==> config.mk <==
export PLATFORM = sky130hd
export DESIGN_NAME = cond_issue_ctrl
export DESIGN_NICKNAME = d
export VERILOG_FILES = /design/src/rtl/cond_issue_ctrl_pkg.sv /design/src/rtl/cond_issue_ctrl_cond_eval.sv /design/src/rtl/cond_issue_ctrl.sv
export SDC_FILE = /design/constraint.sdc
export NUM_CORES = 1
export LEC_CHECK = 0
export ABC_AREA = 1
export BUFFER_PORTS_ARGS = -buffer_cell sky130_fd_sc_hd__buf_4
export CORE_MARGIN = 2
export CORE_UTILIZATION = 30
export CTS_BUF_LIST = sky130_fd_sc_hd__clkbuf_4 sky130_fd_sc_hd__clkbuf_8 sky130_fd_sc_hd__clkbuf_16
export DETAILED_ROUTE_END_ITERATION = 8
export GPL_ROUTABILITY_DRIVEN = 0
export SYNTH_ARGS = -nofsm -noshare
export SYNTH_HDL_FRONTEND = slang
export SYNTH_SLANG_ARGS = --single-unit
==> constraint.sdc <==
create_clock -name clk -period 2.1 [get_ports clk]
set_input_delay 0.315 -clock clk [delete_from_list [all_inputs] [get_ports clk]]
set_output_delay 0.315 -clock clk [all_outputs]
set_load 0.02 [all_outputs]
==> src/rtl/cond_issue_ctrl_pkg.sv <==
`default_nettype none
// ============================================================================
// Module      : cond_issue_ctrl_pkg
// Description : Shared definitions for the condition-execution issue
//               controller: condition code values, NZCV bit positions and
//               the flag-hazard state encoding.
// Contents    : COND_EQ..COND_AL, COND_NV  - 4-bit condition field values
//               FLAG_N/Z/C/V               - bit indices inside an NZCV nibble
//               ST_IDLE/ST_PEND            - 1-bit state encoding
// Revision    : 1.0 - initial release
// ============================================================================
package cond_issue_ctrl_pkg;

  localparam int COND_W = 4;
  localparam int FLAG_W = 4;

  // Condition field encodings
  localparam logic [COND_W-1:0] COND_EQ = 4'b0000;
  localparam logic [COND_W-1:0] COND_NE = 4'b0001;
  localparam logic [COND_W-1:0] COND_CS = 4'b0010;
  localparam logic [COND_W-1:0] COND_CC = 4'b0011;
  localparam logic [COND_W-1:0] COND_MI = 4'b0100;
  localparam logic [COND_W-1:0] COND_PL = 4'b0101;
  localparam logic [COND_W-1:0] COND_VS = 4'b0110;
  localparam logic [COND_W-1:0] COND_VC = 4'b0111;
  localparam logic [COND_W-1:0] COND_HI = 4'b1000;
  localparam logic [COND_W-1:0] COND_LS = 4'b1001;
  localparam logic [COND_W-1:0] COND_GE = 4'b1010;
  localparam logic [COND_W-1:0] COND_LT = 4'b1011;
  localparam logic [COND_W-1:0] COND_GT = 4'b1100;
  localparam logic [COND_W-1:0] COND_LE = 4'b1101;
  localparam logic [COND_W-1:0] COND_AL = 4'b1110;
  localparam logic [COND_W-1:0] COND_NV = 4'b1111;

  // NZCV bit positions
  localparam int FLAG_N = 3;
  localparam int FLAG_Z = 2;
  localparam int FLAG_C = 1;
  localparam int FLAG_V = 0;

  // Flag-hazard tracker states
  localparam logic [0:0] ST_IDLE = 1'b0;  // no flag writer outstanding
  localparam logic [0:0] ST_PEND = 1'b1;  // one flag writer in flight

endpackage : cond_issue_ctrl_pkg
`default_nettype wire

==> src/rtl/cond_issue_ctrl_cond_eval.sv <==
`default_nettype none
// ============================================================================
// Module      : cond_eval
// Description : Purely combinational condition-code evaluator. Decides
//               whether an instruction with condition field i_cond executes
//               given the NZCV flags i_flags.
// Ports       : i_cond  [3:0] in  - condition field
//               i_flags [3:0] in  - NZCV (bit 3..0)
//               o_pass        out - 1 = execute, 0 = treat as NOP
// Revision    : 1.0 - initial release
// ============================================================================
module cond_eval
  import cond_issue_ctrl_pkg::*;
(
  input  logic [COND_W-1:0] i_cond,
  input  logic [FLAG_W-1:0] i_flags,
  output logic              o_pass
);

  logic w_n;
  logic w_z;
  logic w_c;
  logic w_v;

  assign w_n = i_flags[FLAG_N];
  assign w_z = i_flags[FLAG_Z];
  assign w_c = i_flags[FLAG_C];
  assign w_v = i_flags[FLAG_V];

  always_comb begin
    o_pass = 1'b0;
    case (i_cond)
      COND_EQ: o_pass = w_z;
      COND_NE: o_pass = !w_z;
      COND_CS: o_pass = w_c;
      COND_CC: o_pass = !w_c;
      COND_MI: o_pass = w_n;
      COND_PL: o_pass = !w_n;
      COND_VS: o_pass = w_v;
      COND_VC: o_pass = !w_v;
      COND_HI: o_pass = w_c && !w_z;
      COND_LS: o_pass = !w_c || w_z;
      COND_GE: o_pass = (w_n == w_v);
      COND_LT: o_pass = (w_n != w_v);
      COND_GT: o_pass = !w_z && (w_n == w_v);
      COND_LE: o_pass = w_z || (w_n != w_v);
      COND_AL: o_pass = 1'b1;
      // Never-execute: a clean 0 rather than anything undefined
      default: o_pass = 1'b0;
    endcase
  end

endmodule : cond_eval
`default_nettype wire

==> src/rtl/cond_issue_ctrl.sv <==
`default_nettype none
// ============================================================================
// Module      : cond_issue_ctrl
// Description : Condition-execution issue controller between decode and
//               execute. Owns the architectural NZCV register, evaluates
//               each decoded instruction's condition against current or
//               forwarded flags, tracks the single outstanding flag-setting
//               ALU operation and stalls decode on a flag hazard. Drives a
//               registered valid/execute/set-flags triple to execute.
// Ports       : clk, rst          in  - clock (rising), sync active-high reset
//               idValid           in  - decode holds an instruction
//               idCond  [3:0]     in  - condition field
//               idS               in  - instruction updates flags
//               idReady           out - decode instruction accepted this cycle
//               exStall           in  - execute holding; freeze issue slot
//               flush             in  - kill decode instruction and issue slot
//               aluDone           in  - outstanding writer delivers flags
//               aluFlags [3:0]    in  - NZCV from ALU, valid with aluDone
//               exValid           out - issue slot occupied
//               exExec            out - condition passed (0 = NOP)
//               exS               out - issued instruction sets flags
//               statusReg [3:0]   out - architectural NZCV
// Revision    : 1.0 - initial release
// ============================================================================
module cond_issue_ctrl
  import cond_issue_ctrl_pkg::*;
(
  input  logic              clk,
  input  logic              rst,
  input  logic              idValid,
  input  logic [COND_W-1:0] idCond,
  input  logic              idS,
  output logic              idReady,
  input  logic              exStall,
  input  logic              flush,
  input  logic              aluDone,
  input  logic [FLAG_W-1:0] aluFlags,
  output logic              exValid,
  output logic              exExec,
  output logic              exS,
  output logic [FLAG_W-1:0] statusReg
);

  // --------------------------------------------------------------------------
  // Declarations
  // --------------------------------------------------------------------------
  logic [0:0]        r_state;
  logic [0:0]        w_state_nxt;

  logic [FLAG_W-1:0] r_status;
  logic              r_ex_valid;
  logic              r_ex_exec;
  logic              r_ex_s;

  logic              w_pend;      // a flag writer is in flight
  logic              w_fwd;       // its flags arrive this cycle
  logic              w_hazard;    // decode would read stale flags
  logic [FLAG_W-1:0] w_eval_flags;
  logic              w_pass;
  logic              w_ready;
  logic              w_issue;
  logic              w_issue_s;   // issuing instruction will write flags

  // --------------------------------------------------------------------------
  // FSM: state register
  // --------------------------------------------------------------------------
  always_ff @(posedge clk) begin
    if (rst) begin
      r_state <= ST_IDLE;
    end else begin
      r_state <= w_state_nxt;
    end
  end

  // --------------------------------------------------------------------------
  // FSM: next-state logic
  // A new writer issuing in the same cycle the old one completes keeps the
  // tracker in PEND, so there is never more than one writer outstanding.
  // --------------------------------------------------------------------------
  always_comb begin
    w_state_nxt = r_state;
    case (r_state)
      ST_IDLE: begin
        if (w_issue_s) begin
          w_state_nxt = ST_PEND;
        end
      end
      ST_PEND: begin
        if (aluDone && !w_issue_s) begin
          w_state_nxt = ST_IDLE;
        end
      end
      default: w_state_nxt = ST_IDLE;
    endcase
  end

  // --------------------------------------------------------------------------
  // FSM: output / hazard logic
  // aluDone only means something while a writer is pending; in IDLE it is
  // neither forwarded nor written into statusReg.
  // --------------------------------------------------------------------------
  always_comb begin
    w_pend   = (r_state == ST_PEND);
    w_fwd    = w_pend && aluDone;
    // AL without S does not read or write flags, so it may pass a pending
    // writer; everything else waits for the writer's flags.
    w_hazard = w_pend && !aluDone && ((idCond != COND_AL) || idS);
  end

  // --------------------------------------------------------------------------
  // Condition evaluation on forwarded or architectural flags
  // --------------------------------------------------------------------------
  assign w_eval_flags = w_fwd ? aluFlags : r_status;

  cond_eval u_cond_eval (
    .i_cond  (idCond),
    .i_flags (w_eval_flags),
    .o_pass  (w_pass)
  );

  assign w_ready   = !exStall && !flush && !w_hazard;
  assign w_issue   = idValid && w_ready;
  // A setter whose condition fails is a NOP and must not create a hazard
  assign w_issue_s = w_issue && w_pass && idS;

  // --------------------------------------------------------------------------
  // Architectural flags: written by the pending writer regardless of stall
  // or flush, since that writer is older than anything being killed.
  // --------------------------------------------------------------------------
  always_ff @(posedge clk) begin
    if (rst) begin
      r_status <= '0;
    end else if (w_fwd) begin
      r_status <= aluFlags;
    end
  end

  // --------------------------------------------------------------------------
  // Issue slot registers. Flush wins over stall.
  // --------------------------------------------------------------------------
  always_ff @(posedge clk) begin
    if (rst) begin
      r_ex_valid <= 1'b0;
      r_ex_exec  <= 1'b0;
      r_ex_s     <= 1'b0;
    end else if (flush) begin
      r_ex_valid <= 1'b0;
      r_ex_exec  <= 1'b0;
      r_ex_s     <= 1'b0;
    end else if (exStall) begin
      r_ex_valid <= r_ex_valid;
      r_ex_exec  <= r_ex_exec;
      r_ex_s     <= r_ex_s;
    end else if (w_issue) begin
      r_ex_valid <= 1'b1;
      r_ex_exec  <= w_pass;
      r_ex_s     <= w_pass && idS;
    end else begin
      r_ex_valid <= 1'b0;
      r_ex_exec  <= 1'b0;
      r_ex_s     <= 1'b0;
    end
  end

  // --------------------------------------------------------------------------
  // Outputs
  // --------------------------------------------------------------------------
  assign idReady   = w_ready;
  assign exValid   = r_ex_valid;
  assign exExec    = r_ex_exec;
  assign exS       = r_ex_s;
  assign statusReg = r_status;

endmodule : cond_issue_ctrl
`default_nettype wire

==> summary.txt <==
Hold Fails Final Rpt = 0
CTS tree = done
Worst slew pin tran = 322 ps
Outcome = finished, final reports clean
Max FO, Critical Path = 8
IO Port Bufs = 22
Worst EP arrival = 1370 ps
Clock transition at the registers of the reported paths = 60 ps
Total die area = 2430 um2
Rows = 16
Worst hold margin = 262 ps
CORE AREA = 1940 um2
Clock Latency Late Sink = 260 ps
Worst endpoint required time = 1780 ps
Layout area overhead = 33.5%
Max Slew Vio Count = 0
Setup Buffers After CTS = 0
Initial antenna violation count = 0
Mapped Avg Cell Area = 5.50 um2
Peak supply drop = 0.365 mV
Leak = 0.444 nW
Period utilization = 80.1%
FF-to-FF path depth = 11
GR Util All Layers = 12.9%
CTS buffer count = 3
First-pass GRT wire length = 2.46 mm
Synth Register Bits = 8
Hold Crit Class = primary input to flip-flop
Die span in y = 49.3 um
Synth cell types = 16
Clk_skew = 10.6 ps
Setup_tns = 0 ps
Worst Setup Path Type = flip-flop to primary output
Power per cell area = 428 nW/um2
Post-Synthesis Net Count = 127
Relative slew slack = 78.5%
Initial core utilization = 31.7%
DR WL/cell = 9.48 um
CTS Root Cell = clkbuf_4
Via density per instance = 4.36
Unrepaired setup endpoints after global routing = no
Max clock buf depth = 2
Post-route ant nets = 0
Achievable frequency = 594 MHz
Ys Warns = 0
Worst hold stages = 2
Max cap viols = 0
Share of cells above drive strength 1 = 23.7%
Commonest non-fill, non-tap cells in the layout = nand2_1 (42), buf_4 (22), inv_1 (19)
Final count of negative-setup-slack endpoints = 0
Final core area utilization = 42.3%
Setup crit start kind = flip-flop
Min Tclk post-route = 1680 ps
DRT Pass-1 Iters = 4
Most common cell after layout, fill and taps aside = nand2_1
Mapped Cells = 112
Antenna diodes = 0
Initial drt markers = 18
Post-synthesis instance area = 616 um2
Total Wirelength = 1.54 mm
Resized Gates After CTS = 0
DR DRC count = 0
Vias in the first global route = 593
Die X = 49.3 um
Via count = 706
Largest net degree at the start of global routing = 9
Total grt overflow = 0
Hpwl dp = 1.24 mm
Cts hold-fix bufs = 0
Final #Nets = 152
I/O Pins = 23
Setup crit end kind = primary output
Sequential share of the synthesized area = 26.0%
Depth of the CTS H-tree = 1
CTS sink count = 8
-- path summary, 6_finish.rpt --
kind	from	slack, ps	end
max	r_state	420	idReady
min	rst	260	r_state
max reg2reg	r_state	560	exExec
min reg2reg	exValid	460	exValid
-- per-stage QoR --
stage | cell area [um2] | power (mW) | setup WS [ps] | instances
after floorplan | 616 | 0.199 | 634 | 112
after global placement | 800 | 0.234 | 619 | 159
after detailed placement | 800 | 0.234 | 589 | 159
after CTS | 822 | 0.353 | 431 | 162
after global routing | 822 | 0.373 | 340 | 162
final | 822 | 0.352 | 418 | 162
-- where the power goes --
part           internal (mW)  leakage, nW  switching, mW
registers              0.154       0.0645        0.00159
clock network         0.0656       0.0138         0.0552
logic                 0.0349        0.366         0.0408
-- cell usage after synthesis --
cell type	instances	area share, %
a21oi_1	5	4.1
and2_4	1	1.4
buf_4	2	2.4
clkinv_1	1	0.61
dfxtp_1	8	26
inv_1	19	12
inv_2	1	0.61
nand2_1	42	26
nand2_4	1	1.8
nand3_1	13	11
nand3_2	1	1.6
nor2_1	13	7.9
nor2_2	1	1.0
nor3b_2	1	2.0
o21ai_1	2	1.6
or2_2	1	1.0
-- state kept, by name, indices dropped and copies added, names as in the netlist --
signal and cells:
r_state 1, exValid 1, statusReg 4, exS 1, exExec 1
-- layout make-up --
cell class / instances / area, um2
Fill cell: 211 / 1120
Multi-Input combinational cell: 81 / 362
Timing Repair Buffer: 22 / 165
Sequential cell: 8 / 160
Inverter: 21 / 78.8
Tap cell: 27 / 33.8
Clock buffer: 3 / 22.5
-- cells by family after synthesis --
group | synth area share, %
AOI/OAI and AO/OA | 5.69
buffers and inverters | 15.2
DFF | 26.0
and+or+nand+nor | 53.0
-- worst max-delay path, stage by stage (launching register included) --
cell	delay, ps
dfxtp_1	510
inv_1	70
nor2_1	130
o21ai_1	80
nor3b_2	160
buf_4	150
-- layer usage --
layer	global-route usage, %	vias to the layer above	wire length (um)
met2	20.0	20	679
met5	0	-	0
li1	-	386	-
met3	5.83	0	115
met4	1.90	0	0
met1	16.5	300	741
(Power assumes the default switching activity.)
